[config.mk]
export PLATFORM = sky130hd
export DESIGN_NAME = mux_scan_ctrl
export DESIGN_NICKNAME = d
export VERILOG_FILES = /design/src/rtl/mux_scan_pkg.sv /design/src/rtl/rr_next_chan.sv /design/src/rtl/mux_scan_ctrl.sv
export SDC_FILE = /design/constraint.sdc
export NUM_CORES = 1
export LEC_CHECK = 0
export CORE_MARGIN = 4
export CORE_UTILIZATION = 54
export CTS_CLUSTER_SIZE = 40
export DETAILED_ROUTE_END_ITERATION = 6
export GPL_TIMING_DRIVEN = 0
export HOLD_SLACK_MARGIN = 0.08
export PLACE_DENSITY = 0.84
export SLEW_MARGIN = 20
export SYNTH_ARGS = -nofsm -noshare
export SYNTH_HDL_FRONTEND = slang
export SYNTH_SLANG_ARGS = --single-unit
export TNS_END_PERCENT = 10
[constraint.sdc]
create_clock -name clk -period 6 [get_ports clk]
set_input_delay 1.2 -clock clk [delete_from_list [all_inputs] [get_ports clk]]
set_output_delay 1.2 -clock clk [all_outputs]
set_load 0.01 [all_outputs]
[src/rtl/mux_scan_pkg.sv]
// Shared constants and helpers for the mux scan sequencer.
//   NUM_CH / SEL_W : channel count and select width of the 4:1 mux
//   ST_*           : sequencer state encodings
//   eff_dwell()    : maps a raw dwell value to the settle count actually used
package mux_scan_pkg;

    localparam int unsigned NUM_CH = 4;
    localparam int unsigned SEL_W  = 2;
    localparam int unsigned ST_W   = 2;

    typedef logic [ST_W-1:0] state_t;

    localparam logic [ST_W-1:0] ST_IDLE   = 2'd0;
    localparam logic [ST_W-1:0] ST_SETTLE = 2'd1;
    localparam logic [ST_W-1:0] ST_SAMPLE = 2'd2;

    // A dwell of zero still needs one settle cycle.
    function automatic logic [31:0] eff_dwell(input logic [31:0] dwell);
        return (dwell == 32'd0) ? 32'd1 : dwell;
    endfunction

endpackage

[src/rtl/rr_next_chan.sv]
// Round-robin channel picker (purely combinational).
//   mask : per-channel enable
//   cur  : reference channel; search starts strictly after it, wrapping 3 -> 0
//   nxt  : first enabled channel after cur (cur itself if it is the only one)
//   wrap : nxt <= cur, i.e. the search passed channel 3 or stayed put
//   none : mask is empty
// With cur = 3 the result is the lowest set bit of mask.
module rr_next_chan
    import mux_scan_pkg::*;
(
    input  logic [NUM_CH-1:0] mask,
    input  logic [SEL_W-1:0]  cur,
    output logic [SEL_W-1:0]  nxt,
    output logic              wrap,
    output logic              none
);

    logic             found;
    logic [SEL_W-1:0] idx;

    // Scan cur+1 .. cur+4 modulo 4; the final step revisits cur itself.
    always_comb begin
        nxt   = cur;
        found = 1'b0;
        idx   = '0;
        for (int unsigned k = 1; k <= NUM_CH; k++) begin
            idx = SEL_W'(32'(cur) + k);
            if (!found && mask[idx]) begin
                nxt   = idx;
                found = 1'b1;
            end
        end
        none = (mask == '0);
        wrap = (nxt <= cur);
    end

endmodule

[src/rtl/mux_scan_ctrl.sv]
// Scan sequencer for a 4:1 data mux: walks the enabled channels round-robin,
// holds each select for a programmable settle time, then samples the mux output.
//   clk, rst_n        : clock, synchronous active-low reset
//   en, chan_mask     : scan enable and per-channel enable
//   dwell             : settle cycles per channel (0 behaves as 1)
//   y_in              : mux output being sampled
//   s1, s0            : mux select (always the current channel)
//   busy              : sequencer not idle
//   sample_valid      : one-cycle strobe with sample_chan / sample_data
//   sample_vec        : last captured value per channel
//   frame_done        : one-cycle strobe on the sample that closes a pass
module mux_scan_ctrl
    import mux_scan_pkg::*;
#(
    parameter int unsigned DWELL_W = 8
) (
    input  logic               clk,
    input  logic               rst_n,
    input  logic               en,
    input  logic [NUM_CH-1:0]  chan_mask,
    input  logic [DWELL_W-1:0] dwell,
    input  logic               y_in,
    output logic               s0,
    output logic               s1,
    output logic               busy,
    output logic               sample_valid,
    output logic [SEL_W-1:0]   sample_chan,
    output logic               sample_data,
    output logic [NUM_CH-1:0]  sample_vec,
    output logic               frame_done
);

    state_t             state_q, state_d;
    logic [SEL_W-1:0]   cur_q, cur_d;
    logic [DWELL_W-1:0] cnt_q, cnt_d;
    logic               busy_q, busy_d;
    logic               valid_q, valid_d;
    logic [SEL_W-1:0]   chan_q, chan_d;
    logic               data_q, data_d;
    logic [NUM_CH-1:0]  vec_q, vec_d;
    logic               frame_q, frame_d;

    logic [SEL_W-1:0]   rr_cur;
    logic [SEL_W-1:0]   rr_nxt;
    logic               rr_wrap;
    logic               rr_none;
    logic               scan_go;
    logic [DWELL_W-1:0] d_load;

    // In IDLE, searching after channel 3 yields the lowest enabled channel.
    assign rr_cur  = (state_q == ST_IDLE) ? SEL_W'(NUM_CH - 1) : cur_q;
    assign scan_go = en && (chan_mask != '0);
    assign d_load  = DWELL_W'(eff_dwell(32'(dwell)));

    rr_next_chan u_rr (
        .mask (chan_mask),
        .cur  (rr_cur),
        .nxt  (rr_nxt),
        .wrap (rr_wrap),
        .none (rr_none)
    );

    // State and output registers.
    always_ff @(posedge clk) begin
        if (!rst_n) begin
            state_q <= ST_IDLE;
            cur_q   <= '0;
            cnt_q   <= '0;
            busy_q  <= 1'b0;
            valid_q <= 1'b0;
            chan_q  <= '0;
            data_q  <= 1'b0;
            vec_q   <= '0;
            frame_q <= 1'b0;
        end else begin
            state_q <= state_d;
            cur_q   <= cur_d;
            cnt_q   <= cnt_d;
            busy_q  <= busy_d;
            valid_q <= valid_d;
            chan_q  <= chan_d;
            data_q  <= data_d;
            vec_q   <= vec_d;
            frame_q <= frame_d;
        end
    end

    // Next-state and next-output logic.
    always_comb begin
        state_d = state_q;
        cur_d   = cur_q;
        cnt_d   = cnt_q;
        busy_d  = busy_q;
        valid_d = 1'b0;
        frame_d = 1'b0;
        chan_d  = chan_q;
        data_d  = data_q;
        vec_d   = vec_q;

        case (state_q)
            ST_IDLE: begin
                if (scan_go) begin
                    state_d = ST_SETTLE;
                    cur_d   = rr_nxt;
                    cnt_d   = d_load;
                    busy_d  = 1'b1;
                end
            end

            // en and chan_mask are deliberately not looked at while settling.
            ST_SETTLE: begin
                cnt_d = cnt_q - DWELL_W'(1);
                if (cnt_q == DWELL_W'(1)) begin
                    state_d = ST_SAMPLE;
                end
            end

            ST_SAMPLE: begin
                valid_d       = 1'b1;
                chan_d        = cur_q;
                data_d        = y_in;
                vec_d[cur_q]  = y_in;
                frame_d       = rr_wrap || rr_none;
                if (scan_go) begin
                    state_d = ST_SETTLE;
                    cur_d   = rr_nxt;
                    cnt_d   = d_load;
                end else begin
                    state_d = ST_IDLE;
                    busy_d  = 1'b0;
                end
            end

            default: begin
                state_d = ST_IDLE;
                busy_d  = 1'b0;
            end
        endcase
    end

    assign s0           = cur_q[0];
    assign s1           = cur_q[1];
    assign busy         = busy_q;
    assign sample_valid = valid_q;
    assign sample_chan  = chan_q;
    assign sample_data  = data_q;
    assign sample_vec   = vec_q;
    assign frame_done   = frame_q;

endmodule

==> results_dict.tcl, run 1 <==
set metrics [dict create \
    outcome "finished clean" \
    synth-xor-area-share_pct 1.30 \
    clock_path_buffers 2 \
    cts_hold_buf 0 \
    maxSlewHeadroom_pct 67.9 \
    nets 220 \
    grt_pass1_wl_um 5400 \
    start_util_pct 58.8 \
    slowest_stage "clkdlybuf4s50_1" \
    final-setup-viol-count 0 \
    synth.yosys.seq_area_share_pct 32.6 \
    yosys-top-cells-count "dfxtp_1 (22), nand2_1 (19), nor2b_1 (12)" \
    post_drt_wl_per_cell_um 14.6 \
    crit_type "input port to register" \
    yosys.area_share.adder_pct 3.71 \
    dpl.hpwl_um 2500 \
    hold_class "register to register" \
    area_growth_pct 26.5 \
    antenna_found_initial 0 \
    post-route-drc-count 0 \
    syn_area_per_cell_um2 8.04 \
    fp.dieW_um 58 \
    synth_edf_count 0 \
    globalRouteOverflowTotal 0 \
    synth_largest_area_cell "dfxtp_1" \
    die-area_mm2 0.00336 \
    syn-num-nets 188 \
    synth.most_common_cell "dfxtp_1" \
    start_kind "input port" \
    grt_util_all_layers_pct 20.3 \
    drv_cap 0 \
    fillers 192 \
    synth_area_mm2 0.00135 \
    p_leak_nw 0.652 \
    cp.required_ns 6.26 \
    multiInputGateArea_um2 823 \
    path_cells "clkdlybuf4s50_1, nor2b_1, a2111oi_0, a211o_1, a21oi_1, xor2_1, ha_1, inv_1, a21o_1, a31oi_1" \
    critPathMaxFanout 7 \
    clk_pin_slew_ns 0.12 \
    hold_slack_ns 0.479 \
    synth_top_area_share_pct 32.6 \
    clk_latency_ns 0.33 \
    p_per_area_mw_per_mm2 238 \
    register_area_um2 440 \
    cts_setup_buffers 0 \
    core_area_mm2 0.00230 \
    cpPeakStageDelay_ns 0.60 \
    yosys_register_bits 22 \
    finalHoldViolations 0 \
    max_freq_mhz 326 \
    rsz0062_at_grt "false" \
    rows 17 \
    firstDrtPassIters 4 \
    drive_gt1_share_pct 8.54 \
    synth-simple-area-share_pct 22.9 \
    yosys.cell_types.count 42 \
    dr_total_vias 1302 \
    synth_flop_cell "dfxtp_1" \
    drt_iter0_markers 31 \
    grt_pass1_vias 1209 \
    arrival_ns 3.33 \
    cts_resized 0 \
    peakVddDrop_mv 0.181 \
    worstMarginPinSlew_ns 0.480 \
    htreeDepth 1 \
    port_buffers 27 \
    endpoint_kind "register" \
    p_total_w 0.000407 \
    grt_max_degree 14 \
    gp_congestion 0.866 \
    path_delay_family "compound AO/OA/AOI/OAI gates" \
    synthArstFlopShare_pct 0 \
    ios 28 \
    slew_viol_final 0 \
    routed_wirelength_um 3320 \
    fin_crit_sh_pct 51.2 \
    antenna_left 0 \
    vias_per_cell 5.74 \
    clkSinkCount 22 \
    fin_worst_skew_ns 0.0137 \
    tns_ns 0 \
    cts_tree "yes" \
    n_antenna_cell 0 \
    synth_top_family_by_area "compound AO/OA/AOI/OAI gates" \
    post-place-cells 223 \
    layoutNonFillerInstCount 227 \
    post-route-min-period_ns 3.07 \
    final_util_pct 74.3 \
    yosysWarnings 0 \
    numCtsBuffers 3 \
    synthMuxAreaShare_pct 7.88 \
    syn_inst 168 \
    synth.area.top_cells "dfxtp_1 (33%), nor2b_1 (5.6%), nand2_1 (5.3%)" \
    path_buf_inv 2 \
    die_y_um 58 \
    root_buffer "clkbuf_4" \
    synth-compound-area-share_pct 25.2 \
]
placed cells by master, fill, tap and decap left out, types with 3 or more instances in the layout:
master           Yosys  layout
a211oi_1             3       3
o21ai_1              3       3
nor2_1              11      11
ha_1                 4       4
clkdlybuf4s50_1      0      27
nor2b_1             12      12
mux2i_1              5       5
nor3_1               3       3
dfxtp_1             22      22
and2_1               3       3
mux2_2               4       4
clkbuf_4             0       3
inv_1                7       7
a31oi_1              3       3
nand2_1             19      19
a21boi_0             8       8
a21oi_1             11      11
o21ai_0             10      10
clkbuf_1             6       6
buf_2                3       3
cell type report:
cell class / instances / share of cell area, %
plain buffers: 11 / 3.52
clock buffers: 3 / 1.32
clock inverters: 1 / 1.76
inverters: 7 / 1.54
multi-input cells: 128 / 48.2
flip-flops and latches: 22 / 25.8
well taps: 28 / 2.05
repair buffers: 27 / 15.8
registers in the layout, summed over array words and instances, names as in the netlist:
signal	flops
sample_data	1
sample_vec	4
busy	1
cnt_q	8
cur_q	2
sample_valid	1
sample_chan	2
state_q	2
frame_done	1
kinds of logic (layout without fill, tap and decap cells):
| logic type | count (synthesis) | count (layout) |
|---|---|---|
| adders and majority gates | 4 | 4 |
| buffers and inverters | 18 | 49 |
| xor gates and xnor gates | 2 | 2 |
| AOI/OAI and AO/OA | 52 | 52 |
| and+or+nand+nor | 60 | 60 |
| muxes | 10 | 10 |
| DFF | 22 | 22 |
per-stage QoR:
stage,cell area [um^2],worst slack [ns]
6_report,1710,2.93
5_1_grt,1710,2.81
4_1_cts,1710,2.94
3_5_place_dp,1660,2.61
3_3_place_gp,1660,2.70
2_1_floorplan,1350,3.39
per-layer routing:
| layer | vias up | GRT usage [%] | wire length, um |
|---|---|---|---|
| met5 | - | 0 | 0 |
| met4 | 0 | 8.61 | 57 |
| met3 | 7 | 3.12 | 146 |
| met2 | 40 | 33.4 | 1540 |
| met1 | 596 | 26.3 | 1580 |
| li1 | 659 | - | - |
worst min-delay path, stage by stage (launching register included):
cell and delay (ns):
dfxtp_1 0.33, nand2_1 0.05, a21boi_0 0.06
report_power, final:
part / switching (W) / total [W] / internal [W] / leakage [nW]
registers: 0.00000933 / 0.000165 / 0.000156 / 0.180
logic: 0.0000646 / 0.000123 / 0.0000587 / 0.444
clock network: 0.0000509 / 0.000119 / 0.0000676 / 0.0279
final timing paths:
kind	startpoint	endpoint	slack, ns	depth (start not counted)
worst min register to register	sample_chan[1]$_SDFFE_PN0P_	sample_chan[1]$_SDFFE_PN0P_	0.48	2
worst min-delay path	sample_chan[1]$_SDFFE_PN0P_	sample_chan[1]$_SDFFE_PN0P_	0.48	2
worst max-delay path	chan_mask[2]	frame_done$_SDFF_PN0_	2.93	10
worst max register to register	cur_q[1]$_SDFFE_PN0P_	frame_done$_SDFF_PN0_	3.73	9
Power figures use the tool's default switching activity.
==> run 2, diff against run 1 <==
CORE_UTILIZATION = 45   (was 54)
PLACE_DENSITY = 0.74   (was 0.84)
clock period = 2.5 ns   (was 6 ns; I/O delays follow)
==> run 2 against run 1 <==
- final area rose by 0.22%
- clock-buffer cell count did not move
- clock skew fell by 0.0033 ns
- sequential power rose by 140%
- combinational power rose by 140%
- routed wire length rose by 2.1%
- worst hold slack got worse by 0.0034 ns
- total power rose by 140%
- non-clock buffer count did not move
- sequential share of layout area fell by 0.056 points
- register-to-register slack got worse by 3.5 ns
- worst setup slack got worse by 2.8 ns
==> results_dict.tcl, run 2 (synthesized netlist as in run 1, its figures left out) <==
set metrics [dict create \
    holdPathStages 2 \
    rows 19 \
    endpoint_kind "register" \
    grt_util_all_layers_pct 18.3 \
    fin_worst_skew_ns 0.0104 \
    start_kind "input port" \
    outcome "finished clean" \
    hold_slack_ns 0.476 \
    pwr-share-clk_pct 29.0 \
    largest_register_ffs 8 \
    cts_setup_buffers 0 \
    r2r-end "frame_done$_SDFF_PN0_" \
    maxSlewHeadroom_pct 69.3 \
    rrSetupSlack_ns 0.20 \
    layoutNonFillerInstCount 230 \
    switchingPower_w 0.000303 \
    gp_congestion 1.00 \
    grt_max_degree 14 \
    routed_wirelength_um 3390 \
    die_y_um 62.8 \
    nets 220 \
    die-area_mm2 0.00394 \
    layout_common_cells "clkdlybuf4s50_1 (27), dfxtp_1 (22), nand2_1 (19)" \
    r2r_start "cur_q[1]$_SDFFE_PN0P_" \
    crit_type "input port to register" \
    hold_end "sample_chan[1]$_SDFFE_PN0P_" \
    port_buffers 27 \
    worstMarginPinSlew_ns 0.459 \
    grt_use_met1_pct 24.2 \
    cp.required_ns 2.76 \
    dr_total_vias 1309 \
    core_area_mm2 0.00281 \
    p_leak_nw 0.652 \
    max_freq_mhz 427 \
    post-place-cells 226 \
    firstDrtPassIters 5 \
    ios 28 \
    seqPwrFrac_pct 40.5 \
    clock_path_buffers 2 \
    fin_crit_sh_pct 93.6 \
    grt_pass1_vias 1247 \
    area_growth_pct 26.8 \
    clk_latency_ns 0.33 \
    top_register "cnt_q" \
    drt_iter0_markers 80 \
    arrival_ns 2.60 \
    clkSinkCount 22 \
    cellInternalPower_w 0.000678 \
    drv_cap 0 \
    rsz0062_at_grt "false" \
    globalRouteOverflowTotal 0 \
    hold_class "register to register" \
    antenna_left 0 \
    pwr-share-comb_pct 30.5 \
    n_antenna_cell 0 \
    met3_usage_pct 5.22 \
    critPathMaxFanout 4 \
    post-route-drc-count 0 \
    hp-start "sample_chan[1]$_SDFFE_PN0P_" \
    cts_tree "yes" \
    peakVddDrop_mv 0.330 \
    worstRegToRegCells 9 \
    slew_viol_final 0 \
    post-route-min-period_ns 2.34 \
    final-setup-viol-count 0 \
    fp.dieW_um 62.8 \
    clk_pin_slew_ns 0.13 \
    numCtsBuffers 3 \
    finalHoldViolations 0 \
    grt_pass1_wl_um 5860 \
    busiest_layer "met2" \
    antenna_found_initial 0 \
    dpl.hpwl_um 2500 \
    cts_resized 0 \
    start_util_pct 48.1 \
    vias_per_cell 5.69 \
    cts_hold_buf 0 \
    htreeDepth 1 \
    grt.met2_usage_pct 27.3 \
    post_drt_wl_per_cell_um 14.7 \
    drive_gt1_share_pct 8.54 \
    root_buffer "clkbuf_4" \
    p_per_area_mw_per_mm2 574 \
    power_switching_share_pct 30.9 \
    final_common_cell "clkdlybuf4s50_1" \
]
==> run 2: cell counts in the layout (fill, tap and decap cells not counted) <==
No cell type changed its count.
==> run 2: worst max-delay path by stage <==
stage	startpoint	end
CTS	chan_mask[0]	frame_done$_SDFF_PN0_
global route	cur_q[1]$_SDFFE_PN0P_	frame_done$_SDFF_PN0_
detailed placement	chan_mask[0]	frame_done$_SDFF_PN0_
global placement	chan_mask[2]	frame_done$_SDFF_PN0_
floorplan	cur_q[1]$_SDFFE_PN0P_	frame_done$_SDFF_PN0_
finish	chan_mask[0]	frame_done$_SDFF_PN0_
==> run 2: critical path: stages <==
cell and delay [ns]:
clkdlybuf4s50_1 0.53, o21bai_1 0.18, mux2i_1 0.12, a211o_1 0.33
a21oi_1 0.24, xor2_1 0.18, ha_1 0.16, inv_1 0.04
a21o_1 0.16, a31oi_1 0.15
==> run 2: metal layers <==
layer | share of wire (%) | vias up
li1 | - | 653
met2 | 46 | 55
met5 | 0 | -
met1 | 45 | 598
met4 | 1.1 | 0
met3 | 7.7 | 3
==> run 2: area by class of cell <==
class / instances / area, um^2
sequential: 22 / 440
tap: 31 / 38.8
timing repair buffer: 27 / 270
clock inverter: 1 / 30.0
buffer: 11 / 60.1
clock buffer: 3 / 22.5
inverter: 7 / 26.3
multi-input combinational: 128 / 823
fill: 250 / 1090
==> run 2: per-stage QoR <==
step                setup slack [ns]  total power [W]  TNS, ns  util, %  cell area [um^2]
finish                         0.160         0.000982        0     61.0              1710
global route                 0.00911          0.00104        0     61.0              1710
CTS                            0.188         0.000980        0     61.0              1710
detailed placement            -0.120         0.000697   -0.268     59.1              1660
global placement             -0.0805         0.000686   -0.125     59.1              1660
floorplan                      0.504         0.000604        0        -              1350
==> run 2: power by group through the flow <==
stage | Sequential (W) | Clock (W) | Combinational (W)
floorplan | 0.000402 | 0 | 0.000202
global placement | 0.000403 | 0 | 0.000284
detailed placement | 0.000404 | 0 | 0.000292
CTS | 0.000397 | 0.000287 | 0.000296
global route | 0.000402 | 0.000303 | 0.000333
finish | 0.000397 | 0.000285 | 0.000299
==> run 3, diff against run 2 <==
CORE_UTILIZATION = 56   (was 45)
DONT_BUFFER_PORTS = 1   (was default)
PLACE_DENSITY = 0.83   (was 0.74)
SETUP_SLACK_MARGIN = 0.3   (was default)
==> run 3 against run 2 <==
- fmax rose by 12%
- clock skew is 0.0062 ns lower
- sequential cell count unchanged
- critical path type is now register to register
- final area fell by 13%
==> results_dict.tcl, run 3 (synthesized netlist as in run 1, its figures left out) <==
set metrics [dict create \
    rows 17 \
    firstDrtPassIters 4 \
    antenna_found_initial 0 \
    maxSlewHeadroom_pct 70.5 \
    hold_class "input port to register" \
    dr_total_vias 1260 \
    met3_usage_pct 7.01 \
    holdPathStages 2 \
    fin_crit_sh_pct 83.4 \
    max_freq_mhz 479 \
    path_delay_family "compound AO/OA/AOI/OAI gates" \
    worstMarginPinSlew_ns 0.442 \
    rsz0062_at_grt "false" \
    grt_max_degree 14 \
    path_cells "buf_4, o21bai_1, mux2i_1, a211o_1, a21oi_2, xor2_1, ha_1, inv_1, a21o_1, a31oi_1" \
    p_leak_nw 0.571 \
    gp_congestion 0.851 \
    final_util_pct 65.8 \
    endpoint_kind "register" \
    final-setup-viol-count 0 \
    cp.required_ns 2.77 \
    fillers 201 \
    slowest_stage "dfxtp_4" \
    start_kind "register" \
    arrival_ns 2.35 \
    fin_worst_skew_ns 0.00421 \
    path_buf_inv 2 \
    hold_slack_ns 0.310 \
    clock_path_buffers 2 \
    clk_latency_ns 0.33 \
    slew_viol_final 0 \
    critPathLaunch "state_q[0]$_SDFFE_PN0P_" \
    layout_common_cells "nand2_1 (19), dfxtp_1 (19), nor2b_1 (11)" \
    area_growth_pct 9.82 \
    numCtsBuffers 3 \
    pwr-share-comb_pct 28.0 \
    seqPwrFrac_pct 42.1 \
    die_y_um 57.1 \
    antenna_left 0 \
    peakVddDrop_mv 0.354 \
    post-route-min-period_ns 2.09 \
    register_area_um2 447 \
    grt_pass1_wl_um 5400 \
    vias_per_cell 6.27 \
    drive_gt1_share_pct 16.2 \
    die-area_mm2 0.00326 \
    cp.depth 10 \
    post-route-drc-count 0 \
    crit_type "register to register" \
    hp-start "y_in" \
    place_area_mm2 0.00139 \
    drt_iter0_markers 42 \
    core_area_mm2 0.00225 \
    n_antenna_cell 0 \
    largest_register_ffs 8 \
    tns_ns 0 \
    clkSinkCount 22 \
    critPathMaxFanout 10 \
    power_switching_share_pct 31.4 \
    p_total_w 0.000962 \
    grt_pass1_vias 1169 \
    post_drt_wl_per_cell_um 16.6 \
    nets 194 \
    pwr-share-clk_pct 29.9 \
    r2r_start "state_q[0]$_SDFFE_PN0P_" \
    clk_pin_slew_ns 0.14 \
    cellInternalPower_w 0.000660 \
    grt_use_met1_pct 24.3 \
    dpl.hpwl_um 2370 \
    grt.met2_usage_pct 35.4 \
    fin_area_mm2 0.00148 \
    switchingPower_w 0.000302 \
    cts_hold_buf 0 \
    root_buffer "clkbuf_4" \
    busiest_layer "met2" \
    p_per_area_mw_per_mm2 649 \
    finalHoldViolations 0 \
    drv_cap 0 \
    globalRouteOverflowTotal 0 \
    grt_util_all_layers_pct 21.1 \
    port_buffers 0 \
    htreeDepth 1 \
    multiInputGateArea_um2 850 \
    start_util_pct 59.9 \
    cts_tree "yes" \
    worstRegToRegCells 10 \
    ios 28 \
    outcome "finished clean" \
    fp.dieW_um 57.1 \
    routed_wirelength_um 3330 \
    top_register "cnt_q" \
    cpPeakStageDelay_ns 0.39 \
]
run 3: cell count changes in the layout (fill, tap and decap cells not counted), sizes merged:
cell	previous run	this run
clkdlybuf4s50	27	0
buf	5	6
run 3: worst register-to-register path, stage by stage (launching register included):
cell and delay, ns:
dfxtp_4 0.39, buf_4 0.18, o21bai_1 0.19, mux2i_1 0.10
a211o_1 0.30, a21oi_2 0.21, xor2_1 0.18, ha_1 0.16
inv_1 0.04, a21o_1 0.16, a31oi_1 0.12
run 3: worst paths after layout:
check                                  end  slack, ns
hold / removal    sample_data$_SDFFE_PN0P_       0.31
setup / recovery     frame_done$_SDFF_PN0_       0.41
hold reg to reg      cnt_q[6]$_SDFFE_PN0P_       0.51
setup reg to reg     frame_done$_SDFF_PN0_       0.41
run 3: final cells by class:
class | count | share of cell area, %
sequential | 22 | 30.1
tap | 28 | 2.36
buffer | 11 | 4.39
clock inverter | 1 | 2.03
timing repair buffer | 1 | 0.506
inverter | 7 | 1.77
multi-input combinational | 128 | 57.3
clock buffer | 3 | 1.52
run 3: what timing repair did:
item,CTS,global route
resized for setup,4,12
buffers inserted,0,1
pin swaps,0,4
endpoints found under the setup margin,1,1
run 3: metrics by stage:
step | setup WS (ns) | std cells
floorplan | 0.504 | 168
global placement | 0.290 | 196
detailed placement | 0.160 | 196
CTS | 0.316 | 200
global route | 0.253 | 201
finish | 0.414 | 201
run 3: layer usage:
| layer | share of wire (%) | vias up |
|---|---|---|
| met1 | 42 | 606 |
| met5 | 0 | - |
| met4 | 3.4 | 0 |
| met3 | 6.5 | 11 |
| met2 | 48 | 41 |
| li1 | - | 602 |
run 3: power groups by stage:
stage	Combinational, W	Clock [W]	Sequential, W
after global routing	0.000300	0.000299	0.000407
after global placement	0.000233	0	0.000407
after detailed placement	0.000246	0	0.000409
after CTS	0.000253	0.000287	0.000401
after floorplan	0.000202	0	0.000402
final	0.000270	0.000288	0.000405
